$ cat src/rtl/freq_meter_if.sv
// Measurement-side signals of freq_meter: enable/signal in, edge/status/result out.
interface freq_meter_if #(
   parameter int CNT_W = 32
);
   logic             i_enable;
   logic             i_sig;
   logic             o_edge;
   logic             o_busy;
   logic             o_valid;
   logic [CNT_W-1:0] o_freq;
   logic             o_overflow;

   modport master (
      output i_enable, i_sig,
      input  o_edge, o_busy, o_valid, o_freq, o_overflow
   );

   modport slave (
      input  i_enable, i_sig,
      output o_edge, o_busy, o_valid, o_freq, o_overflow
   );
endinterface

$ cat src/rtl/freq_meter.sv
// Counts synchronised rising edges of i_sig over a GATE_CYCLES window; o_edge lags i_sig by SYNC_STAGES+1 cycles.
// Result valid GATE_CYCLES+2 cycles after leaving IDLE; no backpressure, o_valid is a single-cycle pulse.
module freq_meter #(
   parameter int GATE_CYCLES = 50_000_000,
   parameter int CNT_W       = 32,
   parameter int SYNC_STAGES = 2
) (
   input  logic          i_clk,
   input  logic          i_reset,
   freq_meter_if.slave   mtr
);
   localparam int               GW        = $clog2(GATE_CYCLES);
   localparam logic [GW-1:0]    GATE_LAST = GW'(GATE_CYCLES - 1);
   localparam logic [CNT_W-1:0] CNT_MAX   = '1;

   typedef enum logic [1:0] {IDLE, ARM, MEASURE, REPORT} state_t;

   logic [SYNC_STAGES-1:0] sync_q;
   logic                   prev_q;
   logic                   edge_q;
   logic                   sync_out;

   state_t                 state_q;
   logic [GW-1:0]          gate_q;
   logic [CNT_W-1:0]       edge_cnt_q, edge_cnt_d;
   logic                   ovf_q, ovf_d;
   logic                   busy_q;
   logic                   valid_q;
   logic [CNT_W-1:0]       freq_q;
   logic                   overflow_q;

   assign sync_out = sync_q[SYNC_STAGES-1];

   always_ff @(posedge i_clk) begin
      if (i_reset) begin
         sync_q <= '0;
         prev_q <= 1'b0;
         edge_q <= 1'b0;
      end else begin
         sync_q <= {sync_q[SYNC_STAGES-2:0], mtr.i_sig};
         prev_q <= sync_out;
         edge_q <= sync_out & ~prev_q;
      end
   end

   // Saturating count including the current cycle's edge, so the last gate cycle is counted.
   always_comb begin
      edge_cnt_d = edge_cnt_q;
      ovf_d      = ovf_q;
      if (edge_q) begin
         if (edge_cnt_q == CNT_MAX) begin
            ovf_d = 1'b1;
         end else begin
            edge_cnt_d = edge_cnt_q + CNT_W'(1);
         end
      end
   end

   always_ff @(posedge i_clk) begin
      if (i_reset) begin
         state_q    <= IDLE;
         gate_q     <= '0;
         edge_cnt_q <= '0;
         ovf_q      <= 1'b0;
         busy_q     <= 1'b0;
         valid_q    <= 1'b0;
         freq_q     <= '0;
         overflow_q <= 1'b0;
      end else begin
         valid_q <= 1'b0;
         case (state_q)
            IDLE: begin
               gate_q     <= '0;
               edge_cnt_q <= '0;
               ovf_q      <= 1'b0;
               if (mtr.i_enable) begin
                  state_q <= ARM;
                  busy_q  <= 1'b1;
               end
            end
            ARM: begin
               gate_q     <= '0;
               edge_cnt_q <= '0;
               ovf_q      <= 1'b0;
               if (!mtr.i_enable) begin
                  state_q <= IDLE;
                  busy_q  <= 1'b0;
               end else begin
                  state_q <= MEASURE;
                  busy_q  <= 1'b1;
               end
            end
            MEASURE: begin
               // Abort wins over completion, leaving the previous result untouched.
               if (!mtr.i_enable) begin
                  state_q <= IDLE;
                  busy_q  <= 1'b0;
               end else begin
                  edge_cnt_q <= edge_cnt_d;
                  ovf_q      <= ovf_d;
                  if (gate_q == GATE_LAST) begin
                     freq_q     <= edge_cnt_d;
                     overflow_q <= ovf_d;
                     valid_q    <= 1'b1;
                     state_q    <= REPORT;
                  end else begin
                     gate_q <= gate_q + GW'(1);
                  end
               end
            end
            REPORT: begin
               if (mtr.i_enable) begin
                  state_q <= ARM;
               end else begin
                  state_q <= IDLE;
                  busy_q  <= 1'b0;
               end
            end
            default: begin
               state_q <= IDLE;
               busy_q  <= 1'b0;
            end
         endcase
      end
   end

   assign mtr.o_edge     = edge_q;
   assign mtr.o_busy     = busy_q;
   assign mtr.o_valid    = valid_q;
   assign mtr.o_freq     = freq_q;
   assign mtr.o_overflow = overflow_q;
endmodule

$ cat src/flat_wrapper.sv
// flat-port wrapper written by rule: the top's interface ports become plain ports
module freq_meter_flat 
#(
   parameter int GATE_CYCLES = 50_000_000,
   parameter int CNT_W       = 32,
   parameter int SYNC_STAGES = 2
)
  (i_clk, i_reset, mtr_i_enable, mtr_i_sig, mtr_o_edge, mtr_o_busy, mtr_o_valid, mtr_o_freq, mtr_o_overflow);
  freq_meter_if #(.CNT_W(CNT_W)) mtr_i ();
  input  logic i_clk;
  input  logic i_reset;
  input wire logic [$bits(mtr_i.i_enable)-1:0] mtr_i_enable;
  input wire logic [$bits(mtr_i.i_sig)-1:0] mtr_i_sig;
  output wire logic [$bits(mtr_i.o_edge)-1:0] mtr_o_edge;
  output wire logic [$bits(mtr_i.o_busy)-1:0] mtr_o_busy;
  output wire logic [$bits(mtr_i.o_valid)-1:0] mtr_o_valid;
  output wire logic [$bits(mtr_i.o_freq)-1:0] mtr_o_freq;
  output wire logic [$bits(mtr_i.o_overflow)-1:0] mtr_o_overflow;
  assign mtr_i.i_enable = mtr_i_enable;
  assign mtr_i.i_sig = mtr_i_sig;
  assign mtr_o_edge = mtr_i.o_edge;
  assign mtr_o_busy = mtr_i.o_busy;
  assign mtr_o_valid = mtr_i.o_valid;
  assign mtr_o_freq = mtr_i.o_freq;
  assign mtr_o_overflow = mtr_i.o_overflow;
  freq_meter #(.GATE_CYCLES(GATE_CYCLES), .CNT_W(CNT_W), .SYNC_STAGES(SYNC_STAGES)) u_core (.i_clk(i_clk), .i_reset(i_reset), .mtr(mtr_i));
endmodule
$ cat config.mk
export PLATFORM = sky130hd
export DESIGN_NAME = freq_meter_flat
export DESIGN_NICKNAME = d
export VERILOG_FILES = /design/src/rtl/freq_meter_if.sv /design/src/rtl/freq_meter.sv /design/src/flat_wrapper.sv
export SDC_FILE = /design/constraint.sdc
export NUM_CORES = 1
export LEC_CHECK = 0
export CAP_MARGIN = 20
export CORE_ASPECT_RATIO = 2
export CORE_MARGIN = 3
export CORE_UTILIZATION = 55
export DETAILED_ROUTE_END_ITERATION = 12
export PLACE_DENSITY_LB_ADDON = 0.08
export SYNTH_ARGS = -nofsm -noshare
export SYNTH_HDL_FRONTEND = slang
export SYNTH_SLANG_ARGS = --single-unit
$ cat constraint.sdc
create_clock -name i_clk -period 4.45 [get_ports i_clk]
set_input_delay 0.89 -clock i_clk [delete_from_list [all_inputs] [get_ports i_clk]]
set_output_delay 0.89 -clock i_clk [all_outputs]
set_load 0.005 [all_outputs]
==> flow_summary.json <==
{
  "coreArea_um2": 8410,
  "clock_path_buffers": 2,
  "cts_tree": "built",
  "wirelength_um": 11200,
  "slew_viol_final": 0,
  "end_kind": "flip-flop",
  "tns_ns": 0,
  "synthFlopType": "dfxtp_1",
  "finalInstanceArea_um2": 5510,
  "rsz0062_at_grt": "no",
  "crit_required_ns": 4.65,
  "grt_max_degree": 52,
  "cts.hold.buffers_added": 0,
  "status": "finished clean",
  "initial_core_util": 0.571,
  "synth_nets": 573,
  "final_nets": 595,
  "hold_viol": 0,
  "powerDensity_nw_per_um2": 320,
  "cts_resized": 0,
  "async_flop_share": 0,
  "wl_per_cell_um": 16.1,
  "cts_inserted_buffers": 9,
  "hold_ws_ns": 0.386,
  "vias_per_cell": 5.87,
  "fillers": 721,
  "grt_overflow": 0,
  "postCtsSetupBuffers": 0,
  "hp-class": "reg2reg",
  "die_x_um": 72.1,
  "vdd_drop_max_mv": 0.232,
  "final.min_clock_period_ns": 2.92,
  "drive_above_1_share": 0.0657,
  "ys_types": 51,
  "post_dp_cell_area_um2": 5190,
  "cts_max_level": 3,
  "vias": 4062,
  "route.detailed.drc": 0,
  "clock.fmax_mhz": 342,
  "antenna_cells": 0,
  "grt_pass1_vias": 3864,
  "grt_pass1_wl_um": 18300,
  "io-pin-count": 40,
  "post-route-period-util": 0.656,
  "setup_violations": 0,
  "leakage_nw": 1.64,
  "drtIter0Drc": 285,
  "final_cells": 692,
  "syn_area_um2": 4800,
  "drtPass1Iterations": 4,
  "dieArea_um2": 9960,
  "yosys_register_bits": 100,
  "synth_cells": 567,
  "yosysWarnings": 0,
  "crit_fanout": 10,
  "clock-sinks": 100,
  "slew_headroom": 0.293,
  "synth_edf_count": 0,
  "final_core_util": 0.655,
  "worstMarginPinSlew_ns": 1.06,
  "cp.arrival_ns": 3.12,
  "clkLatencyLatePin_ns": 0.34,
  "die_y_um": 138,
  "gp_congestion": 0.901,
  "seq_area_frac_synth": 0.417,
  "syn_area_per_cell_um2": 8.47,
  "crit_type": "in2reg",
  "place_inst": 676,
  "io_buffers": 39,
  "cts-root-buf": "clkbuf_16",
  "syn_to_final_growth_pct": 14.7,
  "ant_nets": 0,
  "place_hpwl_um": 8120,
  "fin_skew_ns": 0.00540,
  "worstSetupStartpointType": "input pin",
  "cts.clk_slew.worst_paths_ns": 0.07,
  "grt_usage": 0.232,
  "antenna_found_initial": 0,
  "rows": 47,
  "maxCapViolCount": 0
}
==> layout make-up <==
| cell class | instances | area, um^2 | area share |
|---|---|---|---|
| well taps | 98 | 123 | 0.0223 |
| clock inverters | 7 | 91.3 | 0.0166 |
| flip-flops and latches | 100 | 2000 | 0.363 |
| clock buffers | 9 | 225 | 0.0409 |
| repair buffers | 44 | 428 | 0.0777 |
| multi-input cells | 424 | 2600 | 0.473 |
| inverters | 10 | 37.5 | 0.00681 |
==> path summary, 6_finish.rpt <==
| kind | start | to | slack [ns] | cells past startpoint |
|---|---|---|---|---|
| setup / recovery | mtr_i_enable | u_core.gate_q[22]$_SDFFE_PP0P_ | 1.53 | 6 |
| hold / removal | u_core.prev_q$_SDFF_PP0_ | u_core.mtr.o_edge$_SDFF_PP0_ | 0.39 | 1 |
| setup reg to reg | u_core.edge_cnt_q[0]$_SDFFE_PP0P_ | u_core.mtr.o_freq[18]$_SDFFE_PP0P_ | 1.54 | 7 |
| hold reg to reg | u_core.prev_q$_SDFF_PP0_ | u_core.mtr.o_edge$_SDFF_PP0_ | 0.39 | 1 |
==> per-layer routing <==
layer  global-route usage  routed length (um)
met1                0.253                4410
met2                0.402                5890
met3               0.0487                 361
met4                0.129                 499
met5                    0                   0
==> flip-flops by register name (all words and copies together) (netlist names) <==
| register | flops |
|---|---|
| u_core.edge_cnt_q | 32 |
| u_core.gate_q | 26 |
| u_core.mtr.o_busy | 1 |
| u_core.mtr.o_edge | 1 |
| u_core.mtr.o_freq | 32 |
| u_core.mtr.o_overflow | 1 |
| u_core.mtr.o_valid | 1 |
| u_core.ovf_q | 1 |
| u_core.prev_q | 1 |
| u_core.state_q | 2 |
| u_core.sync_q | 2 |
==> Yosys cell counts (3+ instances only) <==
library cell / instances / share of area
nor3_1: 18 / 0.019
inv_1: 10 / 0.0078
a211oi_1: 32 / 0.050
nor4_4: 3 / 0.013
a2111oi_0: 4 / 0.0073
nand2_1: 46 / 0.036
dfxtp_1: 100 / 0.42
a21oi_1: 18 / 0.019
and4_1: 7 / 0.013
nand4_1: 18 / 0.023
buf_2: 6 / 0.0063
or3_1: 10 / 0.013
o21ai_0: 9 / 0.0094
buf_4: 5 / 0.0078
nor4_1: 4 / 0.0052
clkbuf_1: 17 / 0.013
nor2_1: 96 / 0.075
nand2b_1: 4 / 0.0052
or2_2: 3 / 0.0039
nand3_1: 31 / 0.032
and3_1: 8 / 0.010
clkbuf_2: 3 / 0.0031
nor2b_1: 9 / 0.012
xor2_1: 34 / 0.062
xnor2_1: 40 / 0.073
==> per-stage QoR <==
stage | power, W | setup WS [ns]
after floorplan | 0.000945 | 2.13
after global placement | 0.000957 | 1.30
after detailed placement | 0.000958 | 1.19
after CTS | 0.00178 | 1.56
after global routing | 0.00182 | 1.35
final | 0.00176 | 1.53
==> layout by cell type, fill, tap and decap left out, types with 9 or more instances in the layout <==
| cell | n |
|---|---|
| dfxtp_1 | 100 |
| clkdlybuf4s50_1 | 39 |
| xor2_1 | 34 |
| a211oi_1 | 32 |
| o21ai_0 | 9 |
| nor2_1 | 96 |
| nor3_1 | 18 |
| nand2_1 | 46 |
| xnor2_1 | 40 |
| inv_1 | 10 |
| clkbuf_16 | 9 |
| nand3_1 | 31 |
| nand4_1 | 18 |
| nor2b_1 | 9 |
| or3_1 | 10 |
| a21oi_1 | 18 |
==> critical path, stage by stage <==
cell and delay (ns):
clkdlybuf4s50_1 0.58, nand2b_1 0.31, a2111oi_0 0.95, nand3_1 0.18, xor2_1 0.16, nor2_1 0.05
==> logic make-up (layout without fill, tap and decap cells) <==
group,after synthesis,after routing,synth area share
AO/OA/AOI/OAI,78,78,0.115
XOR/XNOR,74,74,0.135
adder cells (fa/ha/maj),2,2,0.00521
buffers and inverters,43,70,0.0430
flip-flops,100,100,0.417
multiplexers,1,1,0.00208
AND/OR/NAND/NOR,269,269,0.283
==> report_power, final <==
group / total [W] / internal, W / switching [W]
Sequential: 0.000901 / 0.000898 / 0.00000376
Combinational: 0.0000361 / 0.0000120 / 0.0000241
Clock: 0.000826 / 0.000490 / 0.000336
Note: power is estimated with default switching activity, not from simulation.
